===== config.mk =====
export PLATFORM = sky130hd
export DESIGN_NAME = control_bird_flat
export DESIGN_NICKNAME = d
export VERILOG_FILES = /design/src/rtl/control_bird_if.sv /design/src/rtl/control_bird.sv /design/src/flat_wrapper.sv
export SDC_FILE = /design/constraint.sdc
export NUM_CORES = 1
export LEC_CHECK = 0
export ABC_AREA = 0
export CAP_MARGIN = 25
export CORE_MARGIN = 8
export CORE_UTILIZATION = 32
export CTS_CLUSTER_SIZE = 24
export DETAILED_ROUTE_END_ITERATION = 10
export PLACE_DENSITY = 0.6
export SLEW_MARGIN = 10
export SYNTH_ARGS = -nofsm -noshare
export SYNTH_HDL_FRONTEND = slang
export SYNTH_SLANG_ARGS = --single-unit

===== constraint.sdc =====
create_clock -name clk -period 2.3 [get_ports clk]
set_input_delay 0.23 -clock clk [delete_from_list [all_inputs] [get_ports clk]]
set_output_delay 0.23 -clock clk [all_outputs]
set_load 0.03 [all_outputs]

===== src/rtl/control_bird_if.sv =====
// rtl/control_bird_if.sv - control_bird signal bundle; PAUSE_EN adds the pause input
interface control_bird_if;
    logic       frame_tick;
    logic       jump;
    logic       start;
    logic [7:0] bird_y;
    logic       hit_pipe;
    logic       plot_done;
`ifdef PAUSE_EN
    logic       pause;
`endif
    logic [2:0] cur_state;
    logic       ld_y;
    logic       ld_vy;
    logic       ld_jump;
    logic       ld_init;
    logic       plot_start;
    logic       plot_erase;
    logic       game_over;
    logic [7:0] frame_count;

    modport master (
`ifdef PAUSE_EN
        input  pause,
`endif
        input  frame_tick, jump, start, bird_y, hit_pipe, plot_done,
        output cur_state, ld_y, ld_vy, ld_jump, ld_init,
        output plot_start, plot_erase, game_over, frame_count
    );

    modport slave (
`ifdef PAUSE_EN
        output pause,
`endif
        output frame_tick, jump, start, bird_y, hit_pipe, plot_done,
        input  cur_state, ld_y, ld_vy, ld_jump, ld_init,
        input  plot_start, plot_erase, game_over, frame_count
    );
endinterface


===== src/rtl/control_bird.sv =====
// rtl/control_bird.sv - bird game FSM (erase/update/draw/check per physics frame); optional PAUSE_EN
module control_bird #(
    parameter logic [7:0]  FRAME_DIV    = 8'd1,
    parameter logic [7:0]  Y_TOP        = 8'd0,
    parameter logic [7:0]  Y_BOTTOM     = 8'd112,
    parameter logic [15:0] DRAW_TIMEOUT = 16'd4095
) (
    input  logic           clk,
    input  logic           reset,
    control_bird_if.master bus
);

    typedef enum logic [2:0] {
        S_IDLE       = 3'd0,
        S_WAIT_FRAME = 3'd1,
        S_ERASE      = 3'd2,
        S_UPD_Y      = 3'd3,
        S_UPD_VY     = 3'd4,
        S_DRAW       = 3'd5,
        S_CHECK      = 3'd6,
        S_GAME_OVER  = 3'd7
    } state_t;

    state_t      state;
    state_t      state_nxt;
    logic [7:0]  div_cnt;
    logic [7:0]  div_cnt_nxt;
    logic [15:0] to_cnt;
    logic [15:0] to_cnt_nxt;
    logic        jump_pending;
    logic        jump_pending_nxt;
    logic [7:0]  frame_count_nxt;
    logic        paused;
    logic        jump_ok;
    logic        plot_ack;
    logic        collide;

    assign bus.cur_state = state;

    // Next state, counters and the jump latch, decoded from the current state and inputs
    always_comb begin
        paused = 1'b0;
`ifdef PAUSE_EN
        paused = bus.pause && (state == S_WAIT_FRAME);
`endif
        jump_ok  = bus.jump && (state != S_IDLE) && (state != S_GAME_OVER) && !paused;
        plot_ack = bus.plot_done || (({1'b0, to_cnt} + 17'd1) >= {1'b0, DRAW_TIMEOUT});
        collide  = (bus.bird_y <= Y_TOP) || (bus.bird_y >= Y_BOTTOM) || bus.hit_pipe;

        state_nxt        = state;
        div_cnt_nxt      = div_cnt;
        frame_count_nxt  = bus.frame_count;
        jump_pending_nxt = jump_pending | jump_ok;

        case (state)
            S_IDLE: begin
                if (bus.start) state_nxt = S_WAIT_FRAME;
            end
            S_WAIT_FRAME: begin
                if (bus.frame_tick && !paused) begin
                    if (div_cnt == FRAME_DIV - 8'd1) begin
                        div_cnt_nxt = 8'd0;
                        state_nxt   = S_ERASE;
                    end else begin
                        div_cnt_nxt = div_cnt + 8'd1;
                    end
                end
            end
            S_ERASE: begin
                if (plot_ack) state_nxt = S_UPD_Y;
            end
            S_UPD_Y: begin
                state_nxt = S_UPD_VY;
            end
            S_UPD_VY: begin
                // A jump arriving while the pending one is consumed survives to the next frame
                jump_pending_nxt = jump_ok;
                state_nxt        = S_DRAW;
            end
            S_DRAW: begin
                if (plot_ack) state_nxt = S_CHECK;
            end
            S_CHECK: begin
                if (collide) begin
                    state_nxt = S_GAME_OVER;
                end else begin
                    frame_count_nxt = bus.frame_count + 8'd1;
                    state_nxt       = S_WAIT_FRAME;
                end
            end
            S_GAME_OVER: begin
                if (bus.start) state_nxt = S_IDLE;
            end
            default: state_nxt = S_IDLE;
        endcase

        if ((state_nxt == state) && ((state == S_ERASE) || (state == S_DRAW)))
            to_cnt_nxt = to_cnt + 16'd1;
        else
            to_cnt_nxt = 16'd0;
    end

    // State and internal counters register
    always_ff @(posedge clk) begin
        if (reset) begin
            state        <= S_IDLE;
            div_cnt      <= 8'd0;
            to_cnt       <= 16'd0;
            jump_pending <= 1'b0;
        end else begin
            state        <= state_nxt;
            div_cnt      <= div_cnt_nxt;
            to_cnt       <= to_cnt_nxt;
            jump_pending <= jump_pending_nxt;
        end
    end

    // Outputs registered from the next state so they line up with the state they describe
    always_ff @(posedge clk) begin
        if (reset) begin
            bus.ld_init     <= 1'b0;
            bus.ld_y        <= 1'b0;
            bus.ld_vy       <= 1'b0;
            bus.ld_jump     <= 1'b0;
            bus.plot_start  <= 1'b0;
            bus.plot_erase  <= 1'b0;
            bus.game_over   <= 1'b0;
            bus.frame_count <= 8'd0;
        end else begin
            bus.ld_init     <= (state_nxt == S_IDLE);
            bus.ld_y        <= (state_nxt == S_UPD_Y);
            bus.ld_vy       <= (state_nxt == S_UPD_VY) && !jump_pending_nxt;
            bus.ld_jump     <= (state_nxt == S_UPD_VY) && jump_pending_nxt;
            bus.plot_start  <= ((state_nxt == S_ERASE) || (state_nxt == S_DRAW)) && (state_nxt != state);
            bus.plot_erase  <= (state_nxt == S_ERASE) && (state != S_ERASE);
            bus.game_over   <= (state_nxt == S_GAME_OVER);
            bus.frame_count <= frame_count_nxt;
        end
    end

endmodule


===== src/flat_wrapper.sv =====
// flat-port wrapper written by rule: the top's interface ports become plain ports
module control_bird_flat 
#(
    parameter logic [7:0]  FRAME_DIV    = 8'd1,
    parameter logic [7:0]  Y_TOP        = 8'd0,
    parameter logic [7:0]  Y_BOTTOM     = 8'd112,
    parameter logic [15:0] DRAW_TIMEOUT = 16'd4095
)
  (clk, reset, bus_frame_tick, bus_jump, bus_start, bus_bird_y, bus_hit_pipe, bus_plot_done, bus_cur_state, bus_ld_y, bus_ld_vy, bus_ld_jump, bus_ld_init, bus_plot_start, bus_plot_erase, bus_game_over, bus_frame_count);
  control_bird_if bus_i ();
  input  logic clk;
  input  logic reset;
  input wire logic [$bits(bus_i.frame_tick)-1:0] bus_frame_tick;
  input wire logic [$bits(bus_i.jump)-1:0] bus_jump;
  input wire logic [$bits(bus_i.start)-1:0] bus_start;
  input wire logic [$bits(bus_i.bird_y)-1:0] bus_bird_y;
  input wire logic [$bits(bus_i.hit_pipe)-1:0] bus_hit_pipe;
  input wire logic [$bits(bus_i.plot_done)-1:0] bus_plot_done;
  output wire logic [$bits(bus_i.cur_state)-1:0] bus_cur_state;
  output wire logic [$bits(bus_i.ld_y)-1:0] bus_ld_y;
  output wire logic [$bits(bus_i.ld_vy)-1:0] bus_ld_vy;
  output wire logic [$bits(bus_i.ld_jump)-1:0] bus_ld_jump;
  output wire logic [$bits(bus_i.ld_init)-1:0] bus_ld_init;
  output wire logic [$bits(bus_i.plot_start)-1:0] bus_plot_start;
  output wire logic [$bits(bus_i.plot_erase)-1:0] bus_plot_erase;
  output wire logic [$bits(bus_i.game_over)-1:0] bus_game_over;
  output wire logic [$bits(bus_i.frame_count)-1:0] bus_frame_count;
  assign bus_i.frame_tick = bus_frame_tick;
  assign bus_i.jump = bus_jump;
  assign bus_i.start = bus_start;
  assign bus_i.bird_y = bus_bird_y;
  assign bus_i.hit_pipe = bus_hit_pipe;
  assign bus_i.plot_done = bus_plot_done;
  assign bus_cur_state = bus_i.cur_state;
  assign bus_ld_y = bus_i.ld_y;
  assign bus_ld_vy = bus_i.ld_vy;
  assign bus_ld_jump = bus_i.ld_jump;
  assign bus_ld_init = bus_i.ld_init;
  assign bus_plot_start = bus_i.plot_start;
  assign bus_plot_erase = bus_i.plot_erase;
  assign bus_game_over = bus_i.game_over;
  assign bus_frame_count = bus_i.frame_count;
  control_bird #(.FRAME_DIV(FRAME_DIV), .Y_TOP(Y_TOP), .Y_BOTTOM(Y_BOTTOM), .DRAW_TIMEOUT(DRAW_TIMEOUT)) u_core (.clk(clk), .reset(reset), .bus(bus_i));
endmodule

### Word level (Yosys, flattened, before mapping)

Cells that the tools add are included.

| word-level totals | value |
|---|---|
| register bits after elaboration | 43 |
| input port bits | 15 |

| cells by class | value |
|---|---|
| add/subtract/negate cells | 4 |
| order comparisons | 3 |
| equal/unequal tests | 16 |
| mux-type cells | 10 |
| bitwise operators | 3 |
| reduce and logical (&&, ||, !) cells | 20 |

Operators by type and width:

| operator | number |
|---|---|
| one-hot mux 3 bit (8 select lines) | 1 |
| equality test 3 bit, second input constant | 7 |
| two-way mux 3 bit | 7 |
| adder 16 x 1 -> 17 bit, second input constant | 1 |
| greater-or-equal comparator 17 x 12 -> 1 bit, second input constant | 1 |
| adder 16 x 1 -> 16 bit, second input constant | 1 |
| adder 8 x 1 -> 8 bit, second input constant | 2 |
| equality test 3 x 2 -> 1 bit, second input constant | 4 |
| greater-or-equal comparator 8 x 7 -> 1 bit, second input constant | 1 |
| <= comparator 8 x 1 -> 1 bit, second input constant | 1 |
| logical NOT 8 bit | 1 |
| two-way mux 8 bit | 1 |
| logical AND 1 bit | 7 |
| logical NOT 3 bit | 2 |
| logical OR 1 bit | 5 |
| AND reduction 2 bit | 2 |
| equality test 3 x 1 -> 1 bit, second input constant | 1 |
| equality test 3 bit | 1 |
| inequality test 3 x 2 -> 1 bit, second input constant | 1 |
| inequality test 3 bit | 1 |
| inequality test 3 bit, second input constant | 1 |
| nonzero test 3 bit | 1 |
| NOT 1 bit | 2 |
| OR reduction 2 bit | 1 |
| 3 further kinds | 3 |

### Logic depth before layout (Yosys ltp)

Gate-level depths: netlist (run 1).

| depth | value |
|---|---|
| depth in word-level cells | 9 |
| depth in mapped cells | 9 |

### Least setup slack after synthesis (run 1)

Ideal clock, no wire load.

| timing path | value |
|---|---|
| kind | flip-flop to flip-flop |
| from | reg u_core.to_cnt[0] |
| to | reg u_core.bus.ld_jump |
| setup time | 0.117 ns |
| arrival | 2.254 ns |
| required time | 2.183 ns |
| path slack | -0.071 ns |
| cell stages (with the launch flop) | 9 |
| path buffers | 0 |
| period minus slack after synthesis | 2.371 ns |
| path through | dfxtp_1 > ha_1 > nand4_1 > nor4_1 > xnor2_1 > nand3_2 > o21ba_1 > nor4_1 > and4b_1 |

| between the ends | value |
|---|---|
| cells in the longest elaborated chain, start to end | 7 |

Ends and longest elaborated chain:

| element | RTL line | text |
|---|---|---|
| from (decl) | control_bird.sv:28 | `logic [15:0] to_cnt;` |
| from (signal assigned) | control_bird.sv:113 | `to_cnt <= to_cnt_nxt;` |
| adder 16 x 1 -> 17 bit (*) | control_bird.sv:47 | `plot_ack = bus.plot_done \|\| (({1'b0, to_cnt} + 17'd1) >= {1'b0, DRAW_TIMEOUT});` |
| greater-or-equal comparator 17 x 12 -> 1 bit (*) | control_bird.sv:47 |  |
| logical OR 1 bit (*) | control_bird.sv:47 |  |
| two-way mux 3 bit, on equally long branches | control_bird.sv:81, control_bird.sv:70 |  |
| one-hot mux 3 bit (8 select lines) (*) | control_bird.sv:55 | `case (state)` |
| equality test 3 bit (*) | control_bird.sv:133 | `bus.ld_jump <= (state_nxt == S_UPD_VY) && jump_pending_nxt;` |
| logical AND 1 bit (*) | control_bird.sv:133 |  |
| to (signal assigned) | control_bird.sv:133 |  |
| to (decl) | control_bird_if.sv:27 | `output cur_state, ld_y, ld_vy, ld_jump, ld_init,` |

Every way passes the cells marked *; elsewhere a longest branch is shown, timed or not.
A chain may end at the register's enable or synchronous reset.

### Worst setup path in the final report (run 1)

| timing path | value |
|---|---|
| from | reg u_core.to_cnt[0] |
| to | reg u_core.bus.ld_y |

| between the ends | value |
|---|---|
| cells in the longest elaborated chain, start to end | 6 |

Ends and longest elaborated chain:

| element | RTL line | text |
|---|---|---|
| adder 16 x 1 -> 17 bit (*) | control_bird.sv:47 |  |
| greater-or-equal comparator 17 x 12 -> 1 bit (*) | control_bird.sv:47 |  |
| logical OR 1 bit (*) | control_bird.sv:47 |  |
| two-way mux 3 bit, on equally long branches | control_bird.sv:81, control_bird.sv:70 |  |
| one-hot mux 3 bit (8 select lines) (*) | control_bird.sv:55 |  |
| equality test 3 x 2 -> 1 bit (*) | control_bird.sv:131 | `bus.ld_y <= (state_nxt == S_UPD_Y);` |
| to (signal assigned) | control_bird.sv:131 |  |
| to (decl) | control_bird_if.sv:27 |  |

Marked as above.

==> results by group, run 1 <==
Run status
  • Status: complete, no violations

Floorplanning
  • Die width: between 90 and 100 um
  • CORE AREA: approximately 0.0063 mm2
  • Die span in y: ~97 um
  • Die area: 0.009451 mm2
  • FP Rows: 29
  • Initial Util: 33.24%
  • I/O Pins: 33

Routing
  • WL/cell: between 10 and 15 um
  • Routed Wire Length: 4.905 mm
  • Via count: 1,879
  • ANT nets after route: 0
  • Total iterations of the first detailed-routing run: 4
  • Iter 0 DRT Violations: 46
  • Vias/cell: ~4.9
  • Residual DRC: 0

Global routing
  • Initial antenna violation count: 0
  • Pin count of the biggest net entering global routing: 20
  • Remaining Overflow, GRT: 0
  • First-pass GRT wire length: around 8.3 mm
  • Number of global-route vias before repair: roughly 1,800
  • GRT Overall Usage: around 10%

Setup path
  • Worst setup SP type: register
  • WP data arrival: approximately 2400 ps
  • Maximum fanout along the worst path: 5
  • Worst EP required: ~2500 ps
  • Cell depth of the worst flop-to-flop path: 8
  • Worst setup EP type: register
  • Crit path kind: reg -> reg

Placement
  • DP HPWL: between 3 and 4 mm
  • Final Wtd Congestion: around 0.84
  • DP Area: between 0.002 and 0.003 mm2
  • Worst slack, placed: -83.98 ps
  • # port buffers: 32

Timing
  • Slew Viols, Final: 0
  • Post-route clock skew: around 6.9 ps
  • Final worst setup slack: between 70 and 80 ps
  • Final setup fails: 0
  • Slew margin rel.: approximately three fifths
  • Hold_ws: a little under 500 ps
  • Unrepaired setup endpoints after global routing: true
  • Maximum clock frequency: 448.7 MHz
  • Fin. Hold Viols: 0
  • Fin crit share: a little over nine tenths
  • Setup TNS: 0 ps
  • Slew at the pin closest to its max-slew limit: 576.2 ps
  • Tmin final: 2229 ps

Final layout
  • Layout cells sized above 1: 19.34%
  • Diode count: 0
  • Nets: roughly 320
  • Cell area after layout: about 0.0029 mm2
  • Multi-input gate area: 0.001325 mm2
  • Commonest non-fill, non-tap cells in the layout: 39 x dfxtp_1, 37 x nor2_1, 32 x clkdlybuf4s50_1
  • Most common cell after layout, fill and taps aside: dfxtp_1
  • Area growth syn-to-layout: 37.64%
  • # fillers: 628
  • Register area: slightly below 900 um2

Pwr
  • Combinational power share: between 10% and 20%
  • Leak: about 1.0 nW
  • Peak VDD IR: around 310 uV
  • Internal cell power: between 1 and 1.5 mW
  • Sw power: 347.5 uW
  • Pwr Density: 485.0 mW/mm2
  • Power share of the clock group: between 30% and 40%
  • Seq pwr share: a little over half
  • Power after layout: approximately 1.4 mW
  • Switch share: 24.66%

Yosys
  • Synth area leaders: dfxtp_1 41%, nor2_1 6.6%, xor2_1 5.0%
  • Async S/R FF share, synth: 0%
  • Register bit count reported by yosys: between 40 and 50
  • Top FF cell, synth: dfxtp_1
  • Total number of yosys warnings: 0
  • Cell variety after synth: 45
  • Post-synthesis cell count: ~250
  • Syn avg cell area: roughly 8.5 um2
  • Post-synthesis sequential area ratio: around two fifths
  • Yosys top cell area share: roughly two fifths
  • Number of synthesized flops with an enable pin: 0
  • Leading area contributor after synthesis: dfxtp_1
  • Cell area after synthesis: about 0.0021 mm2

CTS
  • Worst-skew pair later-pin latency: approximately 280 ps
  • Max Root-Sink Buffers: 2
  • TritonCTS Sinks: 43
  • CTS tree: built
  • H-tree depth: 2
  • Worst-path clk slew: 80 ps
  • CTS Root Cell: clkbuf_8
  • CTS Buf Count: 5
  • # hold bufs at CTS: 0

Min path
  • Class of the worst hold path: reg -> reg
  • Hold-critical path depth: 2

Run
  • Max Cap Viol: 0
## cells in the mapped netlist (6+ instances only)
library cell   n
xnor2_1       11
nor2b_1        6
nand3_1        6
nor2_1        37
nand2_1       22
dfxtp_1       43
xor2_1        12
nor3_1         9
a21oi_1       11
nand4_1       12
clkbuf_1       8
o21ai_0        6
inv_1          7
## critical path: stages, from the launching register on
cell and delay (ps):
dfxtp_4 370, ha_4 160, nand4_1 170, nor3_2 230, mux2i_1 240, nand3_2 150
o21ba_4 240, or3_4 360, nor4_4 210
## per-stage QoR
step	util (%)	std cells
3_3_place_gp	42.25	373
5_1_grt	45.75	382
6_report	45.75	382
4_1_cts	44.79	381
2_1_floorplan	-	251
3_5_place_dp	42.25	373
## worst paths after layout
path,start,endpoint,slack [ps]
setup reg to reg,u_core.to_cnt[0]$_SDFF_PP0_,u_core.bus.ld_y$_SDFF_PP0_,70
setup / recovery,u_core.to_cnt[0]$_SDFF_PP0_,u_core.bus.ld_y$_SDFF_PP0_,70
hold reg to reg,u_core.bus.frame_count[7]$_SDFFE_PP0P_,u_core.bus.frame_count[7]$_SDFFE_PP0P_,490
hold / removal,u_core.bus.frame_count[7]$_SDFFE_PP0P_,u_core.bus.frame_count[7]$_SDFFE_PP0P_,490
## layout make-up
class / count / share of cell area, %
multi-input cells: 190 / 45.61
flip-flops and latches: 43 / 29.89
repair buffers: 57 / 17.48
well taps: 77 / 3.316
clock buffers: 7 / 2.627
inverters: 7 / 0.9044
clock inverters: 1 / 0.1723
## metal layers
metal  vias up  GRT usage [%]  share of wire, %
met4         0          2.797              0.98
li1        975              -                 -
met3         4          3.343               4.3
met1       866          12.37                47
met5         -              0                 0
met2        34          17.19                48
## cells by family (layout without fill, tap and decap cells)
logic type                 count (synthesis)  in the layout  synth area share, %
other                                      1              4               0.1777
DFF                                       43             43                40.78
muxes                                      5              5                2.490
adders and majority gates                  5              5                2.964
AOI/OAI and AO/OA                         30             30                9.070
xor gates and xnor gates                  23             23                9.543
and+or+nand+nor                          123            123                31.60
buffers and inverters                     18             72                3.379
## power groups by stage
stage	logic (mW)	registers [mW]	clock network (mW)
2_1_floorplan	0.0768	0.806	0
3_3_place_gp	0.171	0.791	0
3_5_place_dp	0.174	0.791	0
4_1_cts	0.179	0.772	0.478
5_1_grt	0.201	0.775	0.516
6_report	0.184	0.772	0.452
## registers in the layout (all words and copies together), names as in the netlist
register / flops
u_core.bus.cur_state: 3
u_core.bus.frame_count: 8
u_core.bus.game_over: 1
u_core.bus.ld_init: 1
u_core.bus.ld_jump: 1
u_core.bus.ld_vy: 1
u_core.bus.ld_y: 1
u_core.bus.plot_erase: 1
u_core.bus.plot_start: 1
u_core.div_cnt: 8
u_core.jump_pending: 1
u_core.to_cnt: 16
## what timing repair did
action                                  CTS  global route
pin swaps                                10             9
hold endpoints to repair                  0             0
setup buffers                             0             1
gates resized for setup                  15            11
endpoints found under the setup margin    7             7
No activity file was read; power rests on OpenSTA's default activity.
==> run 2, diff against run 1 <==
--- a/config.mk
+++ b/config.mk
@@ -11,7 +11,9 @@
 export CORE_UTILIZATION = 32
 export CTS_CLUSTER_SIZE = 24
 export DETAILED_ROUTE_END_ITERATION = 10
+export HOLD_SLACK_MARGIN = 0.03
 export PLACE_DENSITY = 0.6
+export SETUP_SLACK_MARGIN = 0.4
 export SLEW_MARGIN = 10
 export SYNTH_ARGS = -nofsm -noshare
 export SYNTH_HDL_FRONTEND = slang
==> run 2 against run 1 <==
Compared with the run above:
- fmax grew 1.6%
- clock power grew 17%
- non-clock buffer count shrank 13
- total power grew 4.8%
- die area is the same
- routed wire length shrank 1.8%
- register-to-register slack gained 30 ps
- sequential share of layout area grew 0.81 points
- cell count shrank 3.7%
==> results by group, run 2 (synthesis gave the netlist of run 1 again) <==
Run status
  • Status: complete, no violations (unchanged)

Timing
  • Fin crit share: 95.42% (was 96.90%)
  • Final setup fails: 0 (unchanged)
  • Maximum clock frequency: 455.7 MHz (was 448.7 MHz)
  • Unrepaired setup endpoints after global routing: true (unchanged)
  • Setup TNS: 0 ps (unchanged)
  • Slew Viols, Final: 0 (unchanged)
  • Final worst setup slack: 105.4 ps (was 71.29 ps)
  • Fin. Hold Viols: 0 (unchanged)
  • Slew at the pin closest to its max-slew limit: 582.3 ps (was 576.2 ps)
  • Tmin final: 2195 ps (was 2229 ps)
  • Post-route clock skew: 8.419 ps (was 6.873 ps)
  • Slew margin rel.: 60.82% (was 61.23%)

Pwr
  • Pwr Density: 514.8 mW/mm2 (was 485.0 mW/mm2)
  • Switch share: 24.40% (was 24.66%)
  • Sw power: 360.4 uW (was 347.5 uW)
  • Power after layout: 1.477 mW (was 1.409 mW)
  • Power share of the clock group: 35.7% (was 32.1%)
  • Combinational power share: 11.8% (was 13.1%)
  • Internal cell power: 1.117 mW (was 1.062 mW)
  • Peak VDD IR: 216.7 uV (was 311.0 uV)
  • Leak: 1.009 nW (was 1.014 nW)
  • Seq pwr share: 52.6% (was 54.8%)

Routing
  • Total iterations of the first detailed-routing run: 4 (unchanged)
  • ANT nets after route: 0 (unchanged)
  • Residual DRC: 0 (unchanged)
  • Routed length on met2: 2.336 mm (unchanged)
  • Metal1 wirelength: 2.268 mm (was 2.307 mm)
  • Vias/cell: 4.929 (was 4.919)
  • Top Metal Used: met4 (unchanged)
  • WL/cell: 13.10 um (was 12.84 um)
  • Iter 0 DRT Violations: 55 (was 46)
  • Routed Wire Length: 4.819 mm (was 4.905 mm)
  • Via count: 1,814 (was 1,879)
  • Metal3 WL: 180 um (was 212 um)

Final layout
  • Layout cells sized above 1: 21.65% (was 19.34%)
  • Commonest non-fill, non-tap cells in the layout: 36 x nor2_1, 31 x dfxtp_1, 27 x clkdlybuf4s50_1 (was 39 x dfxtp_1, 37 x nor2_1, 32 x clkdlybuf4s50_1)
  • Number of flip-flops in the largest register: 16 (unchanged)
  • Multi-input gate area: 0.001345 mm2 (was 0.001325 mm2)
  • Most common cell after layout, fill and taps aside: nor2_1 (was dfxtp_1)
  • Final Instance Count excl. Fillers: 368 (was 382)
  • Nets: 311 (was 324)
  • # fillers: 618 (was 628)
  • Register area: 880.8 um2 (was 868.3 um2)
  • Largest reg by FF count: u_core.to_cnt (unchanged)
  • Diode count: 0 (unchanged)
  • Area growth syn-to-layout: 35.92% (was 37.64%)
  • Largest regs: u_core.to_cnt x16, u_core.bus.frame_count x8, u_core.div_cnt x8 (unchanged)

CTS
  • Worst-path clk slew: 80 ps (about the same)
  • Worst-skew pair later-pin latency: 290 ps (was 280 ps)
  • CTS Buf Count: 5 (unchanged)
  • TritonCTS Sinks: 43 (unchanged)
  • CTS Root Cell: clkbuf_8 (unchanged)
  • Max Root-Sink Buffers: 2 (unchanged)
  • # hold bufs at CTS: 0 (unchanged)
  • H-tree depth: 2 (unchanged)
  • CTS tree: built (unchanged)

Setup path
  • WP data arrival: 2400 ps (was 2430 ps)
  • Maximum fanout along the worst path: 5 (unchanged)
  • Worst setup SP type: register (unchanged)
  • Worst setup EP type: register (unchanged)
  • Worst EP required: 2500 ps (about the same)
  • Crit path kind: reg -> reg (unchanged)

Placement
  • Worst slack, placed: -5.288 ps (was -83.98 ps)
  • Final Wtd Congestion: 0.8557 (was 0.8350)
  • DP HPWL: 3.446 mm (was 3.677 mm)
  • # port buffers: 32 (unchanged)
  • DP Cell Count: 357 (was 373)

Global routing
  • Initial antenna violation count: 0 (unchanged)
  • GRT Overall Usage: 10.17% (was 10.32%)
  • Number of global-route vias before repair: 1,811 (was 1,794)
  • Pin count of the biggest net entering global routing: 20 (unchanged)
  • Remaining Overflow, GRT: 0 (unchanged)
  • First-pass GRT wire length: 8.335 mm (was 8.286 mm)

Floorplanning
  • Die span in y: 97.22 um (unchanged)
  • Initial Util: 33.24% (unchanged)
  • Die width: 97.22 um (unchanged)
  • I/O Pins: 33 (unchanged)
  • CORE AREA: 0.006350 mm2 (unchanged)
  • FP Rows: 29 (unchanged)
  • Die area: 0.009451 mm2 (unchanged)

Min path
  • Class of the worst hold path: reg -> reg (unchanged)

Run
  • Max Cap Viol: 0 (unchanged)
==> run 2: changes by cell type in the layout (fill, tap and decap cells not counted), sizes merged <==
cell	before	now
buf	25	12
clkinv	1	0
dlymetal6s2s	0	5
clkdlybuf4s50	32	27
==> run 2: layout make-up <==
class | instances | area share [%]
well taps | 77 | 3.358
repair buffers | 44 | 14.74
inverters | 7 | 0.9158
multi-input cells | 190 | 46.88
clock buffers | 7 | 3.402
flip-flops and latches | 43 | 30.70
==> run 2: per-stage QoR <==
stage / util (%) / cell area (um2) / hold slack (ps)
6_report: 45.18 / 2869 / 464.1
5_1_grt: 45.18 / 2869 / 472.9
4_1_cts: 44.51 / 2826 / 466.5
3_5_place_dp: 41.67 / 2646 / 454.7
3_3_place_gp: 41.67 / 2646 / 452.3
2_1_floorplan: - / 2216 / 430.3
==> run 2: final timing paths <==
check,from,cells past startpoint,endpoint,slack [ps]
setup reg to reg,u_core.to_cnt[1]$_SDFF_PP0_,8,u_core.bus.ld_y$_SDFF_PP0_,110
hold reg to reg,u_core.to_cnt[0]$_SDFF_PP0_,1,u_core.to_cnt[0]$_SDFF_PP0_,460
hold / removal,u_core.to_cnt[0]$_SDFF_PP0_,1,u_core.to_cnt[0]$_SDFF_PP0_,460
setup / recovery,u_core.to_cnt[1]$_SDFF_PP0_,8,u_core.bus.ld_y$_SDFF_PP0_,110
==> run 2: power by group through the flow <==
stage	clock (mW)	sequential, mW	combinational (mW)
6_report	0.527	0.776	0.174
5_1_grt	0.567	0.780	0.190
4_1_cts	0.554	0.776	0.169
3_5_place_dp	0	0.793	0.160
3_3_place_gp	0	0.793	0.160
2_1_floorplan	0	0.804	0.0820
==> run 2: what timing repair did <==
action | 4_1_cts | 5_1_grt
resized for setup | 17 | 12
pin swaps | 7 | 9
setup buffers | 3 | 1
setup endpoints to repair | 28 | 28
==> run 2: worst max-delay path, cell delays in order, from the launching register on <==
cell,delay (ps)
dfxtp_4,390
ha_4,160
nand2_1,80
nor3_2,190
xnor2_1,180
and4b_2,290
o21ba_4,250
or3_4,420
nor4_4,160
==> run 2: routing by layer <==
metal / track usage, % / up-vias
met5: 0 / -
met4: 2.797 / 0
met3: 2.632 / 4
met2: 18.18 / 27
met1: 11.58 / 836
li1: - / 947
